==> src/rtl/hazard_scoreboard_pkg.sv <==
// Shared definitions for the ID-stage hazard scoreboard: register address width,
// the per-stage producer tag layout, the empty (bubble) tag and the operand match helper.
// Latency: n/a (types and constants only). Backpressure: n/a.
package hazard_scoreboard_pkg;

    localparam int REG_ADDR_W = 5;

    // One in-flight producer: {valid, wen, waddr, is_load, is_mfc0}, MSB first.
    typedef struct packed {
        logic                  valid;
        logic                  wen;
        logic [REG_ADDR_W-1:0] waddr;
        logic                  is_load;
        logic                  is_mfc0;
    } tag_t;

    localparam tag_t TAG_BUBBLE = '0;

    // A stage forwards to an operand only if it really writes a GPR other than r0.
    function automatic logic tag_match(input tag_t t, input logic [REG_ADDR_W-1:0] op);
        return t.valid && t.wen && (t.waddr != '0) && (t.waddr == op);
    endfunction

endpackage

==> src/rtl/hazard_scoreboard_stage_tag.sv <==
// One pipeline-stage tag register with clear, hold and load controls.
// Latency: 1 cycle from d to q. Backpressure: hold keeps q; clr (and reset) beat hold.
// Ports: clk, resetn (sync, active low), clr, hold, d (next tag), q (current tag).
module stage_tag_reg
    import hazard_scoreboard_pkg::*;
(
    input  logic clk,
    input  logic resetn,
    input  logic clr,
    input  logic hold,
    input  tag_t d,
    output tag_t q
);

    always_ff @(posedge clk) begin
        if (!resetn) begin
            q <= TAG_BUBBLE;
        end else if (clr) begin
            q <= TAG_BUBBLE;
        end else if (!hold) begin
            q <= d;
        end
    end

endmodule

==> src/rtl/hazard_scoreboard.sv <==
// Tracks EX/MEM/WB destination tags and produces per-operand nearest-producer and producer-type flags.
// Latency: flags are combinational (zero cycles) from registered tags and the ID inputs.
// Backpressure: id_stall inserts a bubble into EX; pipe_freeze holds all tags; flush kills EX/MEM.
//
// Ports: clk, resetn (sync, active low), flush, pipe_freeze, id_stall, the ID instruction
// (id_valid, id_rs, id_rt, id_wen, id_waddr, id_is_load, id_is_mfc0), producer-type outputs
// (reg_write_is_mem_EX, mfc0_EX, mfc0_MEM) and rs_/rt_data_ID_is_from_{ex,mem,wb}.
// Optional macro HAZARD_SCOREBOARD_STATS_EN adds stat_bubbles, a count of id_stall bubbles.
module hazard_scoreboard
    import hazard_scoreboard_pkg::*;
#(
    parameter int REG_ADDR_W = hazard_scoreboard_pkg::REG_ADDR_W
) (
    input  logic                  clk,
    input  logic                  resetn,
    input  logic                  flush,
    input  logic                  pipe_freeze,
    input  logic                  id_stall,
    input  logic                  id_valid,
    input  logic [REG_ADDR_W-1:0] id_rs,
    input  logic [REG_ADDR_W-1:0] id_rt,
    input  logic                  id_wen,
    input  logic [REG_ADDR_W-1:0] id_waddr,
    input  logic                  id_is_load,
    input  logic                  id_is_mfc0,
    output logic                  reg_write_is_mem_EX,
    output logic                  mfc0_EX,
    output logic                  mfc0_MEM,
    output logic                  rs_data_ID_is_from_ex,
    output logic                  rs_data_ID_is_from_mem,
    output logic                  rs_data_ID_is_from_wb,
    output logic                  rt_data_ID_is_from_ex,
    output logic                  rt_data_ID_is_from_mem,
`ifdef HAZARD_SCOREBOARD_STATS_EN
    output logic                  rt_data_ID_is_from_wb,
    output logic [31:0]           stat_bubbles
`else
    output logic                  rt_data_ID_is_from_wb
`endif
);

    tag_t id_tag;
    tag_t ex_d;
    tag_t ex_q;
    tag_t mem_q;
    tag_t wb_q;

    always_comb begin
        id_tag.valid   = id_valid;
        id_tag.wen     = id_wen;
        id_tag.waddr   = id_waddr;
        id_tag.is_load = id_is_load;
        id_tag.is_mfc0 = id_is_mfc0;
    end

    // A stalled ID instruction stays in ID and is re-presented; EX sees a bubble meanwhile.
    assign ex_d = (id_valid && !id_stall) ? id_tag : TAG_BUBBLE;

    stage_tag_reg u_ex (
        .clk    (clk),
        .resetn (resetn),
        .clr    (flush),
        .hold   (pipe_freeze),
        .d      (ex_d),
        .q      (ex_q)
    );

    stage_tag_reg u_mem (
        .clk    (clk),
        .resetn (resetn),
        .clr    (flush),
        .hold   (pipe_freeze),
        .d      (ex_q),
        .q      (mem_q)
    );

    // WB keeps advancing on flush (flush overrides freeze); the dropped MEM instruction
    // moves into WB, matching the original pipeline's behaviour.
    stage_tag_reg u_wb (
        .clk    (clk),
        .resetn (resetn),
        .clr    (1'b0),
        .hold   (pipe_freeze && !flush),
        .d      (mem_q),
        .q      (wb_q)
    );

    logic rs_m_ex, rs_m_mem, rs_m_wb;
    logic rt_m_ex, rt_m_mem, rt_m_wb;

    assign rs_m_ex  = tag_match(ex_q,  id_rs);
    assign rs_m_mem = tag_match(mem_q, id_rs);
    assign rs_m_wb  = tag_match(wb_q,  id_rs);
    assign rt_m_ex  = tag_match(ex_q,  id_rt);
    assign rt_m_mem = tag_match(mem_q, id_rt);
    assign rt_m_wb  = tag_match(wb_q,  id_rt);

    // Nearest (youngest) producer wins.
    assign rs_data_ID_is_from_ex  = rs_m_ex;
    assign rs_data_ID_is_from_mem = rs_m_mem && !rs_m_ex;
    assign rs_data_ID_is_from_wb  = rs_m_wb && !rs_m_mem && !rs_m_ex;
    assign rt_data_ID_is_from_ex  = rt_m_ex;
    assign rt_data_ID_is_from_mem = rt_m_mem && !rt_m_ex;
    assign rt_data_ID_is_from_wb  = rt_m_wb && !rt_m_mem && !rt_m_ex;

    assign reg_write_is_mem_EX = ex_q.valid  && ex_q.wen  && ex_q.is_load;
    assign mfc0_EX             = ex_q.valid  && ex_q.wen  && ex_q.is_mfc0;
    assign mfc0_MEM            = mem_q.valid && mem_q.wen && mem_q.is_mfc0;

`ifdef HAZARD_SCOREBOARD_STATS_EN
    // Counts only genuine advances (no flush, no freeze) that turn a valid ID op into a bubble.
    always_ff @(posedge clk) begin
        if (!resetn) begin
            stat_bubbles <= '0;
        end else if (!flush && !pipe_freeze && id_stall && id_valid) begin
            stat_bubbles <= stat_bubbles + 32'd1;
        end
    end
`endif

endmodule

==> config.mk <==
export PLATFORM = sky130hd
export DESIGN_NAME = hazard_scoreboard
export DESIGN_NICKNAME = d
export VERILOG_FILES = /design/src/rtl/hazard_scoreboard_pkg.sv /design/src/rtl/hazard_scoreboard_stage_tag.sv /design/src/rtl/hazard_scoreboard.sv
export SDC_FILE = /design/constraint.sdc
export NUM_CORES = 1
export LEC_CHECK = 0
export CAP_MARGIN = 5
export CORE_AREA = 2 2 52 54
export CTS_BUF_LIST = sky130_fd_sc_hd__clkbuf_4
export DETAILED_ROUTE_END_ITERATION = 8
export DIE_AREA = 0 0 54 56
export PLACE_DENSITY = 0.95
export SKIP_LAST_GASP = 1
export SLEW_MARGIN = 0
export SYNTH_ARGS = -nofsm -noshare
export SYNTH_HDL_FRONTEND = slang
export SYNTH_SLANG_ARGS = --single-unit
export TNS_END_PERCENT = 1
==> constraint.sdc <==
create_clock -name clk -period 3.3 [get_ports clk]
set_input_delay 0.33 -clock clk [delete_from_list [all_inputs] [get_ports clk]]
set_output_delay 0.33 -clock clk [all_outputs]
set_load 0.05 [all_outputs]
==> Word-level counts from Yosys, hierarchy flattened <==
Index checks and enable logic that the tools add are counted.
{ "totals": {"register_bits": 24, "out_inout_bits": 9, "in_bits": 24, "elab_cells": 53} }
{ "op_classes": {"n_mux": 1, "n_eq_ne": 6, "bitwise": 1, "n_reduce_logical": 33} }
{ "op_table": {"columns": ["op", "count"], "rows": [
  ["$eq 5x5->1", 6],
  ["$logic_and 1x1->1", 23],
  ["$reduce_bool 5->1", 3],
  ["$mux 9", 1],
  ["$logic_not 1->1", 6],
  ["$reduce_or 2->1", 1],
  ["$not 1->1", 1]
]} }

==> Logic depth before layout (Yosys ltp) <==
{ "depth": {"depth_word": 6, "mapped_depth": 5, "ltp_nobuf": 4} }

==> Hierarchy <==
From an unflattened synthesis, not the netlist that was laid out.
{ "unflattened": {"hier_cells": 157, "area_unflattened_um2": 1486.4} }
{ "modules_own_cells": {"columns": ["module", "area_per_inst_um2", "cells_each", "instances", "seq_area_each_um2"], "rows": [
  ["stage_tag_reg", 326.6, 30, 3, 180.2],
  ["hazard_scoreboard", 506.7, 67, 1, 0.0]
]} }

==> Least setup slack after synthesis <==
No wires, ideal clock.
{ "synth_path": {"path_kind": "flip-flop to output port", "start": "register u_ex.q[3] (netlist name)", "end": "output rs_data_ID_is_from_mem", "path_buffers": 0, "arrival_time_ns": 3.086, "setup_slack_ns": -0.116, "path_stages_with_launch": 5, "required_ns": 2.970, "path_cell_list": "dfxtp_1 > or4_1 > o211ai_2 > nor4_1 > nor2_1"} }
{ "synth_between": {"elab_chain_cells": 5, "word_cells_on_any_way": 6, "cone_classes": "eq/ne: 1; reduce/logical: 5"} }
{ "synth_lines": {"columns": ["item", "line_no", "source"], "rows": [
  ["start: declaration", "hazard_scoreboard_stage_tag.sv:12", "output tag_t q"],
  ["start signal: assignment", "hazard_scoreboard_stage_tag.sv:17", "q <= TAG_BUBBLE;"],
  ["start signal: assignment", "hazard_scoreboard_stage_tag.sv:19", "q <= TAG_BUBBLE;"],
  ["start signal: assignment", "hazard_scoreboard_stage_tag.sv:21", "q <= d;"],
  ["$reduce_bool 5->1", "hazard_scoreboard_pkg.sv:21", "return t.valid && t.wen && (t.waddr != '0) && (t.waddr == op);"],
  ["$logic_and 1x1->1", "hazard_scoreboard_pkg.sv:21", null],
  ["$logic_and 1x1->1 (*)", "hazard_scoreboard_pkg.sv:21", null],
  ["net rs_data_ID_is_from_ex", "hazard_scoreboard.sv:29", "output logic rs_data_ID_is_from_ex,"],
  ["$logic_not 1->1 (*)", "hazard_scoreboard.sv:100", "assign rs_data_ID_is_from_mem = rs_m_mem && !rs_m_ex;"],
  ["$logic_and 1x1->1 (*)", "hazard_scoreboard.sv:100", null],
  ["end: declaration", "hazard_scoreboard.sv:30", "output logic rs_data_ID_is_from_mem,"]
]} }
The timed path passes the listed nets; every way through them passes the cells marked *.

==> Worst setup path after layout <==
{ "layout_path": {"start": "input id_rs[4]", "end": "output rs_data_ID_is_from_ex"} }
{ "layout_between": {"elab_chain_cells": 2} }
{ "layout_lines": {"columns": ["item", "line_no", "source"], "rows": [
  ["start: declaration", "hazard_scoreboard.sv:20", "input logic [REG_ADDR_W-1:0] id_rs,"],
  ["$eq 5x5->1", "hazard_scoreboard_pkg.sv:21", null],
  ["$logic_and 1x1->1", "hazard_scoreboard_pkg.sv:21", null],
  ["end: declaration", "hazard_scoreboard.sv:29", null]
]} }
No other way between the ends.

==> results.cfg <==
[setup_path]
crit_type = primary input to output port
path_buf_inv = 2
cpMostUsedCell = clkdlybuf4s50_1
startpoint = id_rs[4]
timing.critical_path.required_ns = 2.97
cp-end-kind = output port
crit_slowest_cell = clkdlybuf4s50_1
crit_cells = 5
critPathMaxStageDelay_ns = 0.93
critPathTopFamily = buffers and inverters
arrival_ns = 2.71
r2r-start = u_ex.q[4]$_SDFFE_PP0N_
r2r_setup_slack_ns = 2.52
crit_fanout = 3
r2r_cells = 2
setup.worst_path.start_class = primary input
path_cells = clkdlybuf4s50_1 -> xnor2_1 -> nand3_1 -> nor4_1 -> clkdlybuf4s50_1

[die]
die_x_um = 54
start_util_pct = 52.83
ioPinCount = 33
die_h_um = 56
core_um2 = 2432
dieArea_um2 = 3024
fp-row-count = 18

[power]
pwr-share-clk_pct = 24.9
leakage_nw = 0.6402
swShare_pct = 22.87
total_power_w = 0.0004922
p_comb_share_pct = 15.3
p_int_w = 0.0003796
p_seq_share_pct = 59.7
vdd_drop_max_mv = 0.2333
p_per_area_nw_per_um2 = 297.3
p_sw_w = 0.0001125

[cts]
clockBufferDepth = 2
clock_tree.root_cell = clkbuf_4
ctsResizeCount = 0
cts_tree = built
cts-buffers-inserted = 3
htreeDepth = 1
postCtsSetupRepairBufs = 0
clock_latency_ns = 0.30
clk_pin_slew_ns = 0.12
ctsHoldBuffers = 0
clock-sinks = 24

[logic_synthesis]
synth_area_um2 = 1285
synth_compound_area_share_pct = 7.400
synth-xor-area-share_pct = 20.45
ys_seq_area_share_pct = 37.39
netlist_instances = 135
synth_area_per_cell_um2 = 9.518
ys_seq_elements = 24
synth-simple-area-share_pct = 21.42
synth-adder-area-share_pct = 0
synth_largest_area_cell = dfxtp_1
netlist_top_cells_area = dfxtp_1, mux2i_1, xnor2_1
muxShareOfSynthArea_pct = 11.68
synth.net_count = 159
yosys_warnings = 0
netlist.area_leader.share_pct = 37.39
synth_top_family_by_area = simple AND/OR/NAND/NOR gates
synth.distinct_cells = 22

[min_path]
min_path_cells = 2
hold_class = flip-flop to flip-flop
min-delay-start = u_mem.q[0]$_SDFFE_PP0N_

[final_layout]
drive_above_1_share_pct = 4.790
area_growth_pct = 28.82
fillers = 206
n_antenna_cell = 0
fin_cells = 197
final_area_um2 = 1655
nets = 192

[sta]
tightest_slew_ns = 0.7332
period_share_pct = 92.25
finClkSkew_ns = 0.003317
rsz0062_at_grt = no
fmax_ghz = 0.3285
fin_ws_ns = 0.2559
finalSetupViolCount = 0
slew_headroom_pct = 51.02
hold_viol_final = 0
fin_tns_setup_ns = 0
slew_viol_final = 0
period_minus_slack_ns = 3.044

[detailed_routing]
top_layer = met4
wl_met3_um = 202
ant_nets = 0
dr_total_vias = 1107
drt-total-wl_mm = 2.916
first_iter_violations = 13
wl_met2_mm = 1.442
dr.pass1.iters = 4
post_drt_wl_per_cell_um = 14.80
drc = 0
viasPerCell = 5.619
met1_length_mm = 1.214

[place]
place.gp.congestion = 0.9620
pre_cts_slack_ns = 0.2790
portBuffers = 32
post_dp_cell_area_um2 = 1629
dpl.hpwl_mm = 2.295
dp_cells = 193

[global_routing]
grt_pass1_wl_mm = 4.885
grt_max_degree = 20
grt-ovfl-total = 0
track_usage_pct = 21.16
antenna_found_initial = 0
grt_pass1_vias = 1121

[run]
cap_viol_max_count = 0

[outcome]
outcome = finished clean
-- tightest hold or removal path, cell delays in order (launching register included) --
cell and delay, ns:
dfxtp_1 0.35, mux2i_1 0.07, nor2_1 0.07
-- cells by family (layout without fill, tap and decap cells) --
kind of cell | count (synthesis) | count (layout)
compound gates | 12 | 12
xor+xnor | 30 | 30
buf+inv | 5 | 37
flops | 24 | 24
mux | 15 | 15
simple gates | 49 | 49
-- cells in the final DEF (no fill, tap or decap) --
master and instances:
or3_1 1, nand3_1 4, a21oi_1 1, clkinv_1 1, o211ai_2 1, and3_1 3, o211ai_1 1, or4_1 4
a22oi_1 8, nor3b_2 3, buf_4 1, o311a_1 1, xnor2_1 16, clkbuf_4 3, nor3_1 2, nor4_1 2
mux2i_1 15, dfxtp_1 24, clkdlybuf4s50_1 32, nand4_1 2, nor2_1 19, nand2b_1 1, xor2_1 14, nor2b_1 8
-- synth_stat cells (all sizes together) --
library cell / n
nor2b: 8
clkbuf: 3
mux2i: 15
a22oi: 8
xnor2: 16
nand4: 2
buf: 2
nor4: 2
xor2: 14
nand3: 4
nor2: 19
nor3: 2
a21oi: 1
o311a: 1
or4: 4
or3: 1
nand2b: 1
and3: 3
dfxtp: 24
nor3b: 3
o211ai: 2
-- power groups by stage --
stage	registers [W]	clock network [W]	logic (W)
after floorplan	0.000300	0	0.0000361
after global placement	0.000300	0	0.0000724
after detailed placement	0.000301	0	0.0000750
after CTS	0.000294	0.000126	0.0000756
after global routing	0.000295	0.000142	0.0000813
final	0.000294	0.000123	0.0000754
-- path summary, 6_finish.rpt --
path                                   to
setup reg to reg   u_ex.q[4]$_SDFFE_PP0N_
setup / recovery    rs_data_ID_is_from_ex
hold reg to reg   u_mem.q[0]$_SDFFE_PP0N_
hold / removal    u_mem.q[0]$_SDFFE_PP0N_
-- state kept, by name, indices dropped and copies added, names as in the netlist --
register  flops
u_ex.q        9
u_wb.q        7
u_mem.q       8
-- metrics by stage --
step	hold WS (ns)	utilization [%]
after global routing	0.5775	68.06
after detailed placement	0.4941	66.98
after global placement	0.4705	66.98
final	0.5124	68.06
after CTS	0.5232	68.06
after floorplan	0.4552	-
-- routing by layer --
metal,vias to the layer above,track usage [%]
met5,-,0
met4,0,6.429
met3,8,4.301
met2,51,35.89
met1,508,26.08
li1,540,-
-- area by class of cell --
class	count	area, um^2	area share [%]
clock buffers	3	22.52	1.361
multi-input cells	106	783.3	47.32
repair buffers	33	327.8	19.80
well taps	30	37.54	2.268
flip-flops and latches	24	480.5	29.02
clock inverters	1	3.754	0.2268
Note: power is estimated with default switching activity, not from simulation.
